==> config.mk <==
export PLATFORM = sky130hd
export DESIGN_NAME = bp_btb_flat
export DESIGN_NICKNAME = d
export VERILOG_FILES = /design/src/rtl/bp_btb_if.sv /design/src/rtl/bp_btb.sv /design/src/flat_wrapper.sv
export SDC_FILE = /design/constraint.sdc
export NUM_CORES = 2
export LEC_CHECK = 0
export ABC_CLOCK_PERIOD_IN_PS = 6150
export CAP_MARGIN = 20
export CELL_PAD_IN_SITES_DETAIL_PLACEMENT = 0
export CELL_PAD_IN_SITES_GLOBAL_PLACEMENT = 1
export CORE_ASPECT_RATIO = 2
export CORE_MARGIN = 5
export CORE_UTILIZATION = 35
export CTS_BUF_LIST = sky130_fd_sc_hd__clkbuf_2
export CTS_CLUSTER_DIAMETER = 60
export DETAILED_ROUTE_END_ITERATION = 12
export HOLD_SLACK_MARGIN = 0.06
export PLACE_DENSITY_LB_ADDON = 0.15
export SKIP_CTS_REPAIR_TIMING = 1
export SLEW_MARGIN = 25
export SYNTH_ARGS = -nofsm -noshare
export SYNTH_HDL_FRONTEND = slang
export SYNTH_SLANG_ARGS = --single-unit
==> constraint.sdc <==
create_clock -name clk -period 6.15 [get_ports clk]
set_input_delay 0.9225 -clock clk [delete_from_list [all_inputs] [get_ports clk]]
set_output_delay 0.9225 -clock clk [all_outputs]
set_load 0.05 [all_outputs]
==> src/rtl/bp_btb_if.sv <==
// Fetch/M-stage signal bundle between the datapath and the branch target buffer.
// branchM qualifies the M-stage fields; there is no backpressure, every presented cycle is consumed.
interface bp_btb_if #(
  parameter int CNT_WIDTH = 16
);
  logic                 pcsrcPF;
  logic [31:0]          pcF;
  logic                 hitF;
  logic [31:0]          targetF;
  logic                 pred_takenF;
  logic [31:0]          npc_predF;
  logic                 branchM;
  logic [31:0]          pcM;
  logic                 pcsrcM;
  logic [31:0]          branch_targetM;
  logic                 pred_takenM;
  logic [31:0]          pred_targetM;
  logic                 redirectM;
  logic [31:0]          redirect_pcM;
  logic [CNT_WIDTH-1:0] redirect_cnt;

  modport master (
    output pcF, pcsrcPF, branchM, pcM, pcsrcM, branch_targetM, pred_takenM, pred_targetM,
    input  hitF, targetF, pred_takenF, npc_predF, redirectM, redirect_pcM, redirect_cnt
  );

  modport slave (
    input  pcF, pcsrcPF, branchM, pcM, pcsrcM, branch_targetM, pred_takenM, pred_targetM,
    output hitF, targetF, pred_takenF, npc_predF, redirectM, redirect_pcM, redirect_cnt
  );
endinterface

==> src/rtl/bp_btb.sv <==
// Direct-mapped branch target buffer: zero-latency fetch lookup, M-stage training
// on taken branches, and mispredict redirect with a saturating redirect counter.
module bp_btb #(
  parameter int BTB_DEPTH = 6,
  parameter int TAG_WIDTH = 8,
  parameter int CNT_WIDTH = 16
) (
  input  logic     clk,
  input  logic     rst,
  bp_btb_if.slave  bus
);
  localparam int ENTRIES = 1 << BTB_DEPTH;

  logic [ENTRIES-1:0]   validQ;
  logic [TAG_WIDTH-1:0] tagQ    [ENTRIES];
  logic [31:0]          targetQ [ENTRIES];
  logic [CNT_WIDTH-1:0] cntQ;

  logic [BTB_DEPTH-1:0] idxF, idxM;
  logic [TAG_WIDTH-1:0] tagF, tagM;
  logic                 hit;
  logic                 predTaken;
  logic                 redirect;
  logic                 update;

  assign idxF = bus.pcF[BTB_DEPTH+1:2];
  assign tagF = bus.pcF[BTB_DEPTH+TAG_WIDTH+1:BTB_DEPTH+2];
  assign idxM = bus.pcM[BTB_DEPTH+1:2];
  assign tagM = bus.pcM[BTB_DEPTH+TAG_WIDTH+1:BTB_DEPTH+2];

  // Lookup reads the registered arrays directly, so a same-cycle write is seen next cycle.
  assign hit       = !rst && validQ[idxF] && (tagQ[idxF] == tagF);
  assign predTaken = hit && bus.pcsrcPF;

  assign bus.hitF        = hit;
  assign bus.targetF     = hit ? targetQ[idxF] : 32'd0;
  assign bus.pred_takenF = predTaken;
  assign bus.npc_predF   = predTaken ? targetQ[idxF] : bus.pcF + 32'd4;

  assign redirect = bus.branchM &&
                    ((bus.pcsrcM != bus.pred_takenM) ||
                     (bus.pcsrcM && (bus.pred_targetM != bus.branch_targetM)));

  assign bus.redirectM    = redirect;
  assign bus.redirect_pcM = !redirect ? 32'd0 :
                            bus.pcsrcM ? bus.branch_targetM : bus.pcM + 32'd4;
  assign bus.redirect_cnt = cntQ;

  // Only taken branches train; direction belongs to the global predictor.
  assign update = !rst && bus.branchM && bus.pcsrcM;

  always_ff @(posedge clk) begin
    if (rst) begin
      validQ <= '0;
      cntQ   <= '0;
    end else begin
      if (update) validQ[idxM] <= 1'b1;
      if (redirect && (cntQ != '1)) cntQ <= cntQ + 1'b1;
    end
  end

  always_ff @(posedge clk) begin
    if (update) begin
      tagQ[idxM]    <= tagM;
      targetQ[idxM] <= bus.branch_targetM;
    end
  end
endmodule

==> src/flat_wrapper.sv <==
// flat-port wrapper written by rule: the top's interface ports become plain ports
module bp_btb_flat 
#(
  parameter int BTB_DEPTH = 6,
  parameter int TAG_WIDTH = 8,
  parameter int CNT_WIDTH = 16
)
  (clk, rst, bus_pcF, bus_pcsrcPF, bus_branchM, bus_pcM, bus_pcsrcM, bus_branch_targetM, bus_pred_takenM, bus_pred_targetM, bus_hitF, bus_targetF, bus_pred_takenF, bus_npc_predF, bus_redirectM, bus_redirect_pcM, bus_redirect_cnt);
  bp_btb_if #(.CNT_WIDTH(CNT_WIDTH)) bus_i ();
  input  logic clk;
  input  logic rst;
  input wire logic [$bits(bus_i.pcF)-1:0] bus_pcF;
  input wire logic [$bits(bus_i.pcsrcPF)-1:0] bus_pcsrcPF;
  input wire logic [$bits(bus_i.branchM)-1:0] bus_branchM;
  input wire logic [$bits(bus_i.pcM)-1:0] bus_pcM;
  input wire logic [$bits(bus_i.pcsrcM)-1:0] bus_pcsrcM;
  input wire logic [$bits(bus_i.branch_targetM)-1:0] bus_branch_targetM;
  input wire logic [$bits(bus_i.pred_takenM)-1:0] bus_pred_takenM;
  input wire logic [$bits(bus_i.pred_targetM)-1:0] bus_pred_targetM;
  output wire logic [$bits(bus_i.hitF)-1:0] bus_hitF;
  output wire logic [$bits(bus_i.targetF)-1:0] bus_targetF;
  output wire logic [$bits(bus_i.pred_takenF)-1:0] bus_pred_takenF;
  output wire logic [$bits(bus_i.npc_predF)-1:0] bus_npc_predF;
  output wire logic [$bits(bus_i.redirectM)-1:0] bus_redirectM;
  output wire logic [$bits(bus_i.redirect_pcM)-1:0] bus_redirect_pcM;
  output wire logic [$bits(bus_i.redirect_cnt)-1:0] bus_redirect_cnt;
  assign bus_i.pcF = bus_pcF;
  assign bus_i.pcsrcPF = bus_pcsrcPF;
  assign bus_i.branchM = bus_branchM;
  assign bus_i.pcM = bus_pcM;
  assign bus_i.pcsrcM = bus_pcsrcM;
  assign bus_i.branch_targetM = bus_branch_targetM;
  assign bus_i.pred_takenM = bus_pred_takenM;
  assign bus_i.pred_targetM = bus_pred_targetM;
  assign bus_hitF = bus_i.hitF;
  assign bus_targetF = bus_i.targetF;
  assign bus_pred_takenF = bus_i.pred_takenF;
  assign bus_npc_predF = bus_i.npc_predF;
  assign bus_redirectM = bus_i.redirectM;
  assign bus_redirect_pcM = bus_i.redirect_pcM;
  assign bus_redirect_cnt = bus_i.redirect_cnt;
  bp_btb #(.BTB_DEPTH(BTB_DEPTH), .TAG_WIDTH(TAG_WIDTH), .CNT_WIDTH(CNT_WIDTH)) u_core (.clk(clk), .rst(rst), .bus(bus_i));
endmodule
; Word-level counts from Yosys, hierarchy flattened
; Memories as Yosys holds them, arrays and structs flattened.
; Cells that the tools add are included.
[word_totals]
ff_bits = 80
ram_bits = 2560
n_memories = 2
[memory_table]
columns = memory, words, word_bits, rd, rd_ports_with_merged_regs, write_ports, line_no
row1 = u_core.targetQ, 64, 32, 1, 0, 1, bp_btb.sv:16  ; logic [31:0] targetQ [ENTRIES];
row2 = u_core.tagQ, 64, 8, 1, 0, 1, bp_btb.sv:15  ; logic [TAG_WIDTH-1:0] tagQ [ENTRIES];
[classes]
n_addsub = 3
magnitude_cmp = 3
eq_ne = 4
muxes = 10
n_bitwise = 1
reduce_logical = 11
[op_table]
columns = operator, n
row1 = 32-bit 2-to-1 mux, 4
row2 = "32-bit by 3-bit adder with 32-bit output, second input constant", 2
row3 = 64-bit bitwise OR, 1
row4 = 32-bit != test, 1
row5 = "16-bit by 1-bit adder with 16-bit output, second input constant", 1
row6 = "16-bit != test, second input constant", 1
row7 = "6-bit by 7-bit less-than comparator with 1-bit output, second input constant", 2
row8 = 1-bit logical AND, 9
row9 = 8-bit == test, 1
row10 = 1-bit binary-select mux with 6-bit select, 1
row11 = 1-bit demux with 6-bit select, 1
row12 = "6-bit by 1-bit >= comparator with 1-bit output, second input constant", 1
row13 = 1-bit 2-to-1 mux, 4
row14 = 1-bit zero test, 1
row15 = 1-bit logical OR, 1
row16 = 1-bit != test, 1

; Longest topological paths before layout
[depth]
word_depth = 6
depth_mapped = 16
mapped_depth_nobuf = 9

; Worst setup path before layout
; OpenSTA, ideal clock, no wires.
[synth_path]
kind = input -> output
start = input port bus_pcF[3]
end = output port bus_pred_takenF
t_arrival_ns = 4.536
required_time_ns = 5.227
path_slack_ns = 0.692
cell_stages = 10
path_cell_list = buf_6 buf_6 buf_6 mux4_2 mux4_2 mux2i_1 xor2_1 a32oi_1 or2_2 nor4_1
[synth_between]
elab_chain_cells = 5
word_cells_on_any_way = 7
[synth_lines]
columns = element, line_no
row1 = from (decl), flat_wrapper.sv:12  ; input wire logic [$bits(bus_i.pcF)-1:0] bus_pcF;
row2 = "parallel branches: the longest is 3 deep, another holds memory 64 x 8 bit", n/a
row3 = 1-bit logical AND *, bp_btb.sv:32  ; assign hit = !rst && validQ[idxF] && (tagQ[idxF] == tagF);
row4 = 1-bit logical AND *, bp_btb.sv:33  ; assign predTaken = hit && bus.pcsrcPF;
row5 = to (decl), flat_wrapper.sv:22  ; output wire logic [$bits(bus_i.pred_takenF)-1:0] bus_pred_takenF;
; Every way passes the cells marked *. The select of a mux whose other input is x is not followed.

; Worst setup path after layout
[layout_path]
start = input port bus_pcF[7]
end = output port bus_npc_predF[24]
[layout_between]
elab_chain_cells = 6
word_cells_on_any_way = 10
[layout_lines]
columns = element, line_no
row1 = "parallel branches: the longest is 5 deep, another holds memory 64 x 8 bit", n/a
row2 = 32-bit 2-to-1 mux *, bp_btb.sv:38  ; assign bus.npc_predF = predTaken ? targetQ[idxF] : bus.pcF + 32'd4;
row3 = to (decl), flat_wrapper.sv:23  ; output wire logic [$bits(bus_i.npc_predF)-1:0] bus_npc_predF;
; Marks and branches as above.

==> metrics.txt <==
Clock transition at path regs=0.10 ns; Post-synth EDFFs=2560; initial antenna violation count=27; layout cells sized above 1=39.3%; Pre-antenna DRT Iters=5; Main synth FF type=edfxtp_1; synthesized flop and latch total=2640; largest stage delay on the critical path=0.88 ns; most instantiated cells after synthesis=edfxtp_1, mux4_2, nor2_1; crit-path leading delay family=simple AND/OR/NAND/NOR gates; worst r2r src=u_core.bus.redirect_cnt[7]$_SDFFE_PP0P_; Die Y=778 um; gpl congestion=0.852; largest net degree at the start of global routing=94; RSZ-0062 raised after global routing=yes; IO Pins=249; wire per inst=36.9 um; CTS H-tree lvls=6; pwr dens=279 nW/um2; detailed-route wire length=362000 um; Area Growth Syn to Fin=15.7%; top-count cell post-synth=edfxtp_1; final antenna-violating net count=0; Synth area leaders=edfxtp_1, mux4_2, dfxtp_1, mux2i_1, xor2_1; skew final=0.0259 ns; total grt overflow=0; Relative slew margins=24.9%; Clock Latency Late Sink=1.71 ns; # port buffers=248; max cap viols=0; drt first-iter violations=4755; YS warnings=0; syn_area_per_cell=22.7 um2; max-slew violation count=0; die area=307000 um2; CP startpoint=bus_pcF[7]; Starting Density=35.1%; Leakage=38.5 nW; endpoints failing hold=0; sequential area share after synthesis=76.0%; Vias per Instance=5.50; fin util=40.6%; TritonCTS clock tree=yes; worst path cell trace=clkdlybuf4s50_1 > buf_4 > inv_4 > nor2_1 > and3_1 > nand2_1 > nor2_1 > buf_4 > nand4_1 > xnor2_1 > mux2_2 > buf_12; Die Wd=394 um; Synth Instances=4543; HP Class=in -> reg; first-pass GRT wire length=487000 um; status=complete, no violations; Filler Cell Count=26600; Setup crit end kind=output port; HPWL after detailed placement=220000 um; fin nets=5634; CP Launch Type=primary input; Final min period=6.15 ns; Cell variety after synth=64; Final setup viols=0; post-synth top area cell=edfxtp_1; Max clock buf depth=4; ys async rst share=0%; slowest CP cell=xnor2_1; critical path required time=5.23 ns; Root Driver=clkbuf_2; Critical Path AT=5.22 ns; VDD IR max=149 uV; PnR Total Power=33.4 mW; Max Fclk=163 MHz; DRC=0; Synth top area share=74.4%; WP buf/inv=5; Worst-Margin Slew=1.12 ns; GR Util All Layers=23.3%; Synth Net Count=4680; synthesized cell area=103000 um2; Worst Hold Launch=bus_branch_targetM[26]; Crit Path Class=in -> out; core area=294000 um2; Clock Sinks=2640; final period utilization=100%; vias in the first global route=56800; Cell Rows=282; TritonCTS Buffers=601; via count=53900; Crit Path Max Fanout=14
where the power goes:
part / switching, mW / total, mW / internal (mW)
registers: 0.0106 / 19.7 / 19.7
logic: 1.39 / 2.25 / 0.862
clock network: 7.06 / 11.4 / 4.33
total: 8.46 / 33.4 / 24.9
placed cells by master, fill, tap and decap left out, types with 11 or more instances in the layout:
cell,synthesis,layout
a21oi_1,38,38
a22oi_1,41,41
and2_4,0,32
and3_1,24,24
buf_12,3,140
buf_2,59,42
buf_4,29,254
buf_6,15,11
bufinv_16,0,12
clkbuf_2,0,878
clkdlybuf4s50_1,0,104
clkinv_1,0,109
clkinv_2,0,16
clkinvlp_4,0,11
dfxtp_1,80,80
diode_2,0,19
dlygate4sd3_1,0,39
edfxtp_1,2560,2560
inv_2,1,14
mux2_2,36,36
mux2i_1,100,98
mux4_2,779,779
nand2_1,61,61
nand3_1,39,39
nand4_1,17,17
nor2_1,163,99
nor2_4,0,64
nor3_1,12,12
o21a_1,64,64
xnor2_1,31,31
xor2_1,77,77
per-layer routing:
| metal | share of wire, % | routed length [um] | vias up | GRT usage, % |
|---|---|---|---|---|
| met5 | 0.0058 | 21 | - | 0 |
| met4 | 3.7 | 13500 | 4 | 8.09 |
| met3 | 5.3 | 19100 | 631 | 3.16 |
| met2 | 55 | 198000 | 2155 | 43.6 |
| met1 | 36 | 131000 | 29500 | 27.3 |
| li1 | - | - | 21600 | - |
registers in the layout (all words and copies together) (netlist names):
signal,count
u_core.targetQ,2048
u_core.validQ,64
u_core.tagQ,512
u_core.bus.redirect_cnt,16
cells by family (layout without fill, tap and decap cells):
kind of cell | after synthesis | count (layout) | share of synthesized area (%)
other cells | 0 | 19 | 0
buf+inv | 256 | 1657 | 1.30
mux | 917 | 917 | 18.4
compound gates | 198 | 198 | 1.36
xor+xnor | 108 | 108 | 0.916
simple gates | 421 | 421 | 2.01
flops | 2640 | 2640 | 76.0
fa+ha+maj | 3 | 3 | 0.0364
path summary, 6_finish.rpt:
path / end / slack, ns / depth (start not counted)
worst max-delay path: bus_npc_predF[24] / 0.003 / 12
worst min-delay path: u_core.targetQ[62][26]$_DFFE_PP_ / 0.20 / 2
worst max register to register: u_core.bus.redirect_cnt[5]$_SDFFE_PP0P_ / 3.84 / 7
worst min register to register: u_core.validQ[22]$_SDFFE_PP0P_ / 0.47 / 1
final cells by class:
class                      count  area (um2)  share of cell area (%)
timing repair buffer         597        6610                    5.53
tap                         3834        4800                    4.01
inverter                      10        47.5                  0.0398
sequential                  2640       78500                    65.7
antenna                       19        47.5                  0.0398
multi-input combinational   1647       24100                    20.1
clock buffer                 878        4390                    3.68
clock inverter               172        1080                   0.904
through the flow:
stage / setup TNS [ns] / setup slack, ns / area, um2 / hold slack, ns / cells
floorplan: 0 / 0.692 / 103000 / 0.421 / 4543
global placement: 0 / 0.173 / 113000 / 0.430 / 8682
detailed placement: 0 / 0.187 / 113000 / 0.448 / 8682
CTS: -29.70 / -0.614 / 119000 / -0.656 / 9732
global route: -8.43 / -0.218 / 119000 / 0.0257 / 9786
finish: 0 / 0.00302 / 120000 / 0.197 / 9797
Note: power is estimated with default switching activity, not from simulation.
